$ cat src/rtl/pb_pkg.sv
// Shared types and default timing for the push-button conditioning path.
package pb_pkg;

  // Debounce FSM states: released, checking press, pressed, checking release.
  typedef enum logic [1:0] {REL, CHK_P, PRS, CHK_R} pb_state_t;

  // 20 ms and 1 s at a 50 MHz system clock.
  localparam int unsigned PB_DB_CYCLES_DEF   = 1_000_000;
  localparam int unsigned PB_LONG_CYCLES_DEF = 50_000_000;

endpackage

$ cat src/rtl/pb_sync.sv
// Two-flop synchroniser for an asynchronous pad input.
// Resets to 1 so that an active-low pad reads as idle out of reset.
module pb_sync
  import pb_pkg::*;
(
  input  logic clk,
  input  logic rst_n,
  input  logic d_i,
  output logic q_o
);

  logic s1_q;
  logic s2_q;

  // Two-stage metastability filter; only the second stage leaves this block.
  always_ff @(posedge clk or negedge rst_n) begin
    if (!rst_n) begin
      s1_q <= 1'b1;
      s2_q <= 1'b1;
    end else begin
      s1_q <= d_i;
      s2_q <= s1_q;
    end
  end

  assign q_o = s2_q;

endmodule

$ cat src/rtl/pb_debounce.sv
// Push-button debouncer: synchronises the active-low pad, filters it with a
// stable-time counter FSM and produces a registered clean level plus a
// one-clock press pulse.
// Optional long-press pulse is built when PB_LONG_PRESS_EN is defined;
// otherwise long_press is tied low.
module pb_debounce
  import pb_pkg::*;
#(
  parameter int unsigned DB_CYCLES   = PB_DB_CYCLES_DEF,
  parameter int unsigned LONG_CYCLES = PB_LONG_CYCLES_DEF
) (
  input  logic clk,
  input  logic rst_n,
  input  logic PB_raw,
  output logic PB_db,
  output logic press_pulse,
  output logic long_press
);

  localparam int unsigned DB_W = $clog2(DB_CYCLES);
  localparam logic [DB_W-1:0] DB_LAST = DB_W'(DB_CYCLES - 1);

  // Reject parameter sets the counters cannot represent.
  if (DB_CYCLES < 2 || LONG_CYCLES <= DB_CYCLES) begin : g_bad_params
    $error("pb_debounce: need DB_CYCLES >= 2 and LONG_CYCLES > DB_CYCLES");
  end

  logic            s2;
  pb_state_t       state_q, state_d;
  logic [DB_W-1:0] db_cnt_q, db_cnt_d;
  logic            pb_db_q, pb_db_d;
  logic            press_q, press_d;

  pb_sync u_sync (
    .clk   (clk),
    .rst_n (rst_n),
    .d_i   (PB_raw),
    .q_o   (s2)
  );

  // FSM state, stable-time counter and registered outputs.
  always_ff @(posedge clk or negedge rst_n) begin
    if (!rst_n) begin
      state_q  <= REL;
      db_cnt_q <= '0;
      pb_db_q  <= 1'b1;
      press_q  <= 1'b0;
    end else begin
      state_q  <= state_d;
      db_cnt_q <= db_cnt_d;
      pb_db_q  <= pb_db_d;
      press_q  <= press_d;
    end
  end

  // Next-state logic: a level change is accepted only after DB_CYCLES
  // consecutive opposite samples in a CHK state; any bounce aborts the check.
  always_comb begin
    state_d  = state_q;
    db_cnt_d = db_cnt_q;
    pb_db_d  = pb_db_q;
    press_d  = 1'b0;
    unique case (state_q)
      REL: begin
        pb_db_d = 1'b1;
        if (!s2) begin
          state_d  = CHK_P;
          db_cnt_d = '0;
        end
      end
      CHK_P: begin
        if (!s2) begin
          if (db_cnt_q == DB_LAST) begin
            state_d  = PRS;
            db_cnt_d = '0;
            pb_db_d  = 1'b0;
            press_d  = 1'b1;
          end else begin
            db_cnt_d = db_cnt_q + 1'b1;
          end
        end else begin
          state_d  = REL;
          db_cnt_d = '0;
        end
      end
      PRS: begin
        pb_db_d = 1'b0;
        if (s2) begin
          state_d  = CHK_R;
          db_cnt_d = '0;
        end
      end
      CHK_R: begin
        if (s2) begin
          if (db_cnt_q == DB_LAST) begin
            state_d  = REL;
            db_cnt_d = '0;
            pb_db_d  = 1'b1;
          end else begin
            db_cnt_d = db_cnt_q + 1'b1;
          end
        end else begin
          // Release bounce: back to pressed without a new press pulse.
          state_d  = PRS;
          db_cnt_d = '0;
        end
      end
      default: begin
        state_d  = REL;
        db_cnt_d = '0;
        pb_db_d  = 1'b1;
      end
    endcase
  end

  assign PB_db       = pb_db_q;
  assign press_pulse = press_q;

`ifdef PB_LONG_PRESS_EN
  // One extra count value above LONG_CYCLES-1 marks "already fired".
  localparam int unsigned HOLD_W = $clog2(LONG_CYCLES + 1);
  localparam logic [HOLD_W-1:0] HOLD_LAST = HOLD_W'(LONG_CYCLES - 1);
  localparam logic [HOLD_W-1:0] HOLD_SAT  = HOLD_W'(LONG_CYCLES);

  logic [HOLD_W-1:0] hold_cnt_q, hold_cnt_d;
  logic              long_q, long_d;

  // Hold-time counter and long-press pulse register.
  always_ff @(posedge clk or negedge rst_n) begin
    if (!rst_n) begin
      hold_cnt_q <= '0;
      long_q     <= 1'b0;
    end else begin
      hold_cnt_q <= hold_cnt_d;
      long_q     <= long_d;
    end
  end

  // Count clocks of accepted press (PRS and CHK_R); fire once, then saturate.
  always_comb begin
    hold_cnt_d = hold_cnt_q;
    long_d     = 1'b0;
    if (state_q == REL || (state_q == CHK_P && state_d == PRS)) begin
      hold_cnt_d = '0;
    end else if (state_q == PRS || state_q == CHK_R) begin
      if (hold_cnt_q == HOLD_LAST) begin
        long_d     = 1'b1;
        hold_cnt_d = HOLD_SAT;
      end else if (hold_cnt_q != HOLD_SAT) begin
        hold_cnt_d = hold_cnt_q + 1'b1;
      end
    end
  end

  assign long_press = long_q;
`else
  assign long_press = 1'b0;
`endif

endmodule

$ cat config.mk
export PLATFORM = sky130hd
export DESIGN_NAME = pb_debounce
export DESIGN_NICKNAME = d
export VERILOG_FILES = /design/src/rtl/pb_pkg.sv /design/src/rtl/pb_sync.sv /design/src/rtl/pb_debounce.sv
export SDC_FILE = /design/constraint.sdc
export NUM_CORES = 1
export LEC_CHECK = 0
export ABC_AREA = 1
export BUFFER_PORTS_ARGS = -buffer_cell sky130_fd_sc_hd__buf_2
export CELL_PAD_IN_SITES_DETAIL_PLACEMENT = 1
export CELL_PAD_IN_SITES_GLOBAL_PLACEMENT = 2
export CORE_ASPECT_RATIO = 1.4
export CORE_MARGIN = 2
export CORE_UTILIZATION = 40
export CTS_BUF_LIST = sky130_fd_sc_hd__clkbuf_4
export DETAILED_ROUTE_END_ITERATION = 12
export PLACE_DENSITY_LB_ADDON = 0.1
export REMOVE_ABC_BUFFERS = 1
export SKIP_LAST_GASP = 1
export SYNTH_ARGS = -nofsm -noshare
export SYNTH_HDL_FRONTEND = slang
export SYNTH_SLANG_ARGS = --single-unit
export TNS_END_PERCENT = 5
$ cat constraint.sdc
create_clock -name clk -period 4.7 [get_ports clk]
set_clock_uncertainty 0.2 [all_clocks]
set_input_delay 0.94 -clock clk [delete_from_list [all_inputs] [get_ports clk]]
set_output_delay 0.94 -clock clk [all_outputs]
set_load 0.01 [all_outputs]
==> results.md <==
- Post-DP HPWL: 3.05 mm
- Hold depth: 0
- Lkg Pwr: 0.771 nW
- CTS Root Cell: clkbuf_4
- Logic pwr share: 0.337
- H-tree depth: 1
- Drt first-iter violations: 36
- Tot GR Track Use: 0.195
- FF-to-FF End: db_cnt_q[17]
- Pre-CTS WS: 1.86 ns
- Routed wire length: 3.92 mm
- Crit share post-route: 0.605
- Pin count of the biggest net entering global routing: 27
- Post-synthesis sequential area ratio: 0.407
- Die height: 79.0 um
- Switching Share: 0.399
- Synth Area in Compound Gates: 0.0903
- Maximum VDD drop: 0.000239 V
- CP Data Arrival Time: 2.93 ns
- Setup TNS: 0 ns
- CTS Buf Count: 3
- Clock network power share: 0.196
- Worst min path class: flip-flop to flip-flop
- Top Ports: 6
- Crit path required time: 4.79 ns
- Post-synthesis mux area share: 0
- Synth Area in XOR/XNOR: 0.0436
- R2r setup slk: 1.86 ns
- Stages on the worst setup path: 9
- First-pass GRT wire length: 6.78 mm
- Worst Hold Launch: u_sync.s1_q
- Vias in the first global route: 1425
- Final nets: 226
- Setup repair bufs after CTS: 0
- Hold Fails Final Rpt: 0
- Outcome: completed
- Slew headroom: 0.552
- Die width: 57.6 um
- Share of layout cells above drive strength 1: 0.115
- CP Launch Type: flip-flop
- Cell count of the worst reg-to-reg path: 9
- Slowest stage delay, CP: 0.54 ns
- Placed insts: 256
- Worst r2r src: state_q[0]
- Avg WL per Cell: 15.1 um
- Core footprint: 3880 um2
- Reg power frac: 0.467
- Synth Area in Simple Gates: 0.322
- Pwr dens: 342 nW/um2
- Initial antenna violation count: 0
- Router iterations before antenna repair: 4
- Worst-margin pin slew: 0.671 ns
- CTS tree: yes
- RSZ-0062 raised after global routing: no
- Initial Util: 0.414
- Worst-Skew Late Latency: 0.34 ns
- CTS sink count: 26
- GPL Wtd Cong: 0.732
- PortBufs: 4
- Bufs and invs on worst path: 2
- Syn-to-layout area delta: 4.21%
- Post-CTS Resized: 0
- Fin util: 0.431
- Count of cell types in the netlist: 30
- Slowest library cell on the worst path: o21ai_2
- Hold Path End: u_sync.q_o
- Post-Synth Adder-Cell Area: 0.0389
- Post-Syn Instances: 214
- Via count: 1346
- Fmax: 0.352 GHz
- Critical path endpoint category: flip-flop
- Syn Std Cell Area: 1610 um2
- Final ANT Viol Nets: 0
- Vias/cell: 5.18
- Syn Area/Cell: 7.51 um2
- # diodes: 0
- NetSw: 0.228 mW
- Overflow after GRT: 0
- Number of remaining DRC errors: 0
- Critical path class: flip-flop to flip-flop
- Min setup slack post-route: 1.86 ns
- Synth warnings: 0
- Die area: 4550 um2
- Overall power: 0.572 mW
- Final non-filler cell total: 260
- Max Slew Vio Count: 0
- Largest family of logic cells by synthesized area: simple AND/OR/NAND/NOR gates
- Rows: 27
- Max Root-Sink Buffers: 2
- # hold bufs at CTS: 0
- Yosys reg bits: 26
- Top delay family on crit path: simple AND/OR/NAND/NOR gates
- Crit path max fanout: 15
- Final setup violation count: 0
- Int Power: 0.344 mW
- Reg clk slew, reported paths: 0.15 ns
- Critical path, cell by cell: inv_1 > ha_1 > o21ai_2 > inv_2 > nor2_1 > nand3_1 > nor2_1 > nand2_1 > nand2_1
- Max cap viols: 0
- Final min period: 2.84 ns
-- state kept, by name (all words and copies together), names as in the netlist, named ones only --
name,count
db_cnt_q,20
PB_db,1
press_pulse,1
state_q,1
u_sync.q_o,1
u_sync.s1_q,1
-- cells in the final DEF (no fill, tap or decap), drive strengths merged --
cell	instances
nand2	59
nor2	32
inv	29
dfrtp	23
o21ai	12
nand3	11
nand4	8
xor2	7
o22ai	7
nor3	6
ha	5
clkbuf	4
buf	4
dfstp	3
a21oi	3
clkinv	1
nand3b	1
xnor2	1
conb	1
-- area by class of cell --
cell class | count | area [um2]
Multi-Input combinational cell | 153 | 798
Sequential cell | 26 | 654
Fill cell | 507 | 2210
Timing Repair Buffer | 4 | 20.0
Tap cell | 43 | 53.8
Clock buffer | 4 | 30.0
Inverter | 30 | 118
-- synthesized netlist by cell type --
cell type	instances	share of area
nand2_1	57	0.13
nor2_1	29	0.068
inv_1	28	0.065
dfrtp_1	23	0.36
nand3_1	9	0.028
nand4_1	8	0.031
o22ai_1	7	0.027
xor2_1	7	0.038
nor3_1	6	0.019
ha_1	5	0.039
o21ai_0	5	0.016
dfstp_2	3	0.049
o21ai_1	3	0.0093
o21ai_2	3	0.016
a21oi_1	2	0.0062
buf_2	2	0.0062
buf_4	2	0.0093
nand3_2	2	0.012
nor2_2	2	0.0078
a21oi_2	1	0.0055
buf_6	1	0.0070
clkinv_4	1	0.0055
conb_1	1	0.0023
inv_2	1	0.0023
nand2_2	1	0.0039
nand2_4	1	0.0070
nand3b_1	1	0.0047
nor2_4	1	0.0070
o21ai_4	1	0.010
xnor2_1	1	0.0055
-- kinds of logic after synthesis --
| logic type | Yosys count |
|---|---|
| XOR/XNOR | 8 |
| other | 1 |
| AO/OA/AOI/OAI | 22 |
| AND/OR/NAND/NOR | 117 |
| adder cells (fa/ha/maj) | 5 |
| buffers and inverters | 35 |
| flip-flops | 26 |
-- power by group through the flow --
stage / Clock, mW / Sequential (mW) / Combinational, mW
after global routing: 0.121 / 0.271 / 0.219
after CTS: 0.113 / 0.268 / 0.198
after global placement: 0 / 0.270 / 0.186
final: 0.112 / 0.268 / 0.193
after floorplan: 0 / 0.269 / 0.136
after detailed placement: 0 / 0.273 / 0.197
-- routing by layer --
metal | wire length [um] | global-route usage | vias up | share of wire
met5 | 0 | 0 | - | 0
met4 | 110 | 0.0837 | 0 | 0.028
met3 | 78 | 0.0147 | 9 | 0.020
met2 | 2100 | 0.351 | 18 | 0.54
met1 | 1630 | 0.231 | 634 | 0.42
li1 | - | - | 685 | -
-- worst reg2reg max path, stage by stage, from the launching register on --
cell     delay (ns)
dfrtp_1        0.48
inv_1          0.10
ha_1           0.24
o21ai_2        0.54
inv_2          0.25
nor2_1         0.19
nand3_1        0.43
nor2_1         0.22
nand2_1        0.07
nand2_1        0.06
-- worst max-delay path by stage --
| stage | startpoint | end |
|---|---|---|
| after floorplan | state_q[0] | db_cnt_q[17] |
| after global placement | state_q[0] | db_cnt_q[17] |
| after detailed placement | state_q[0] | flip-flop |
| after CTS | state_q[0] | flip-flop |
| after global routing | state_q[0] | flip-flop |
| final | state_q[0] | db_cnt_q[17] |
-- per-stage QoR --
stage	cell area (um2)	hold WS (ns)
after floorplan	1570	0.145
after global placement	1640	0.150
after detailed placement	1640	0.153
after CTS	1670	0.165
after global routing	1670	0.174
final	1670	0.165
Note: power is estimated with default switching activity, not from simulation.
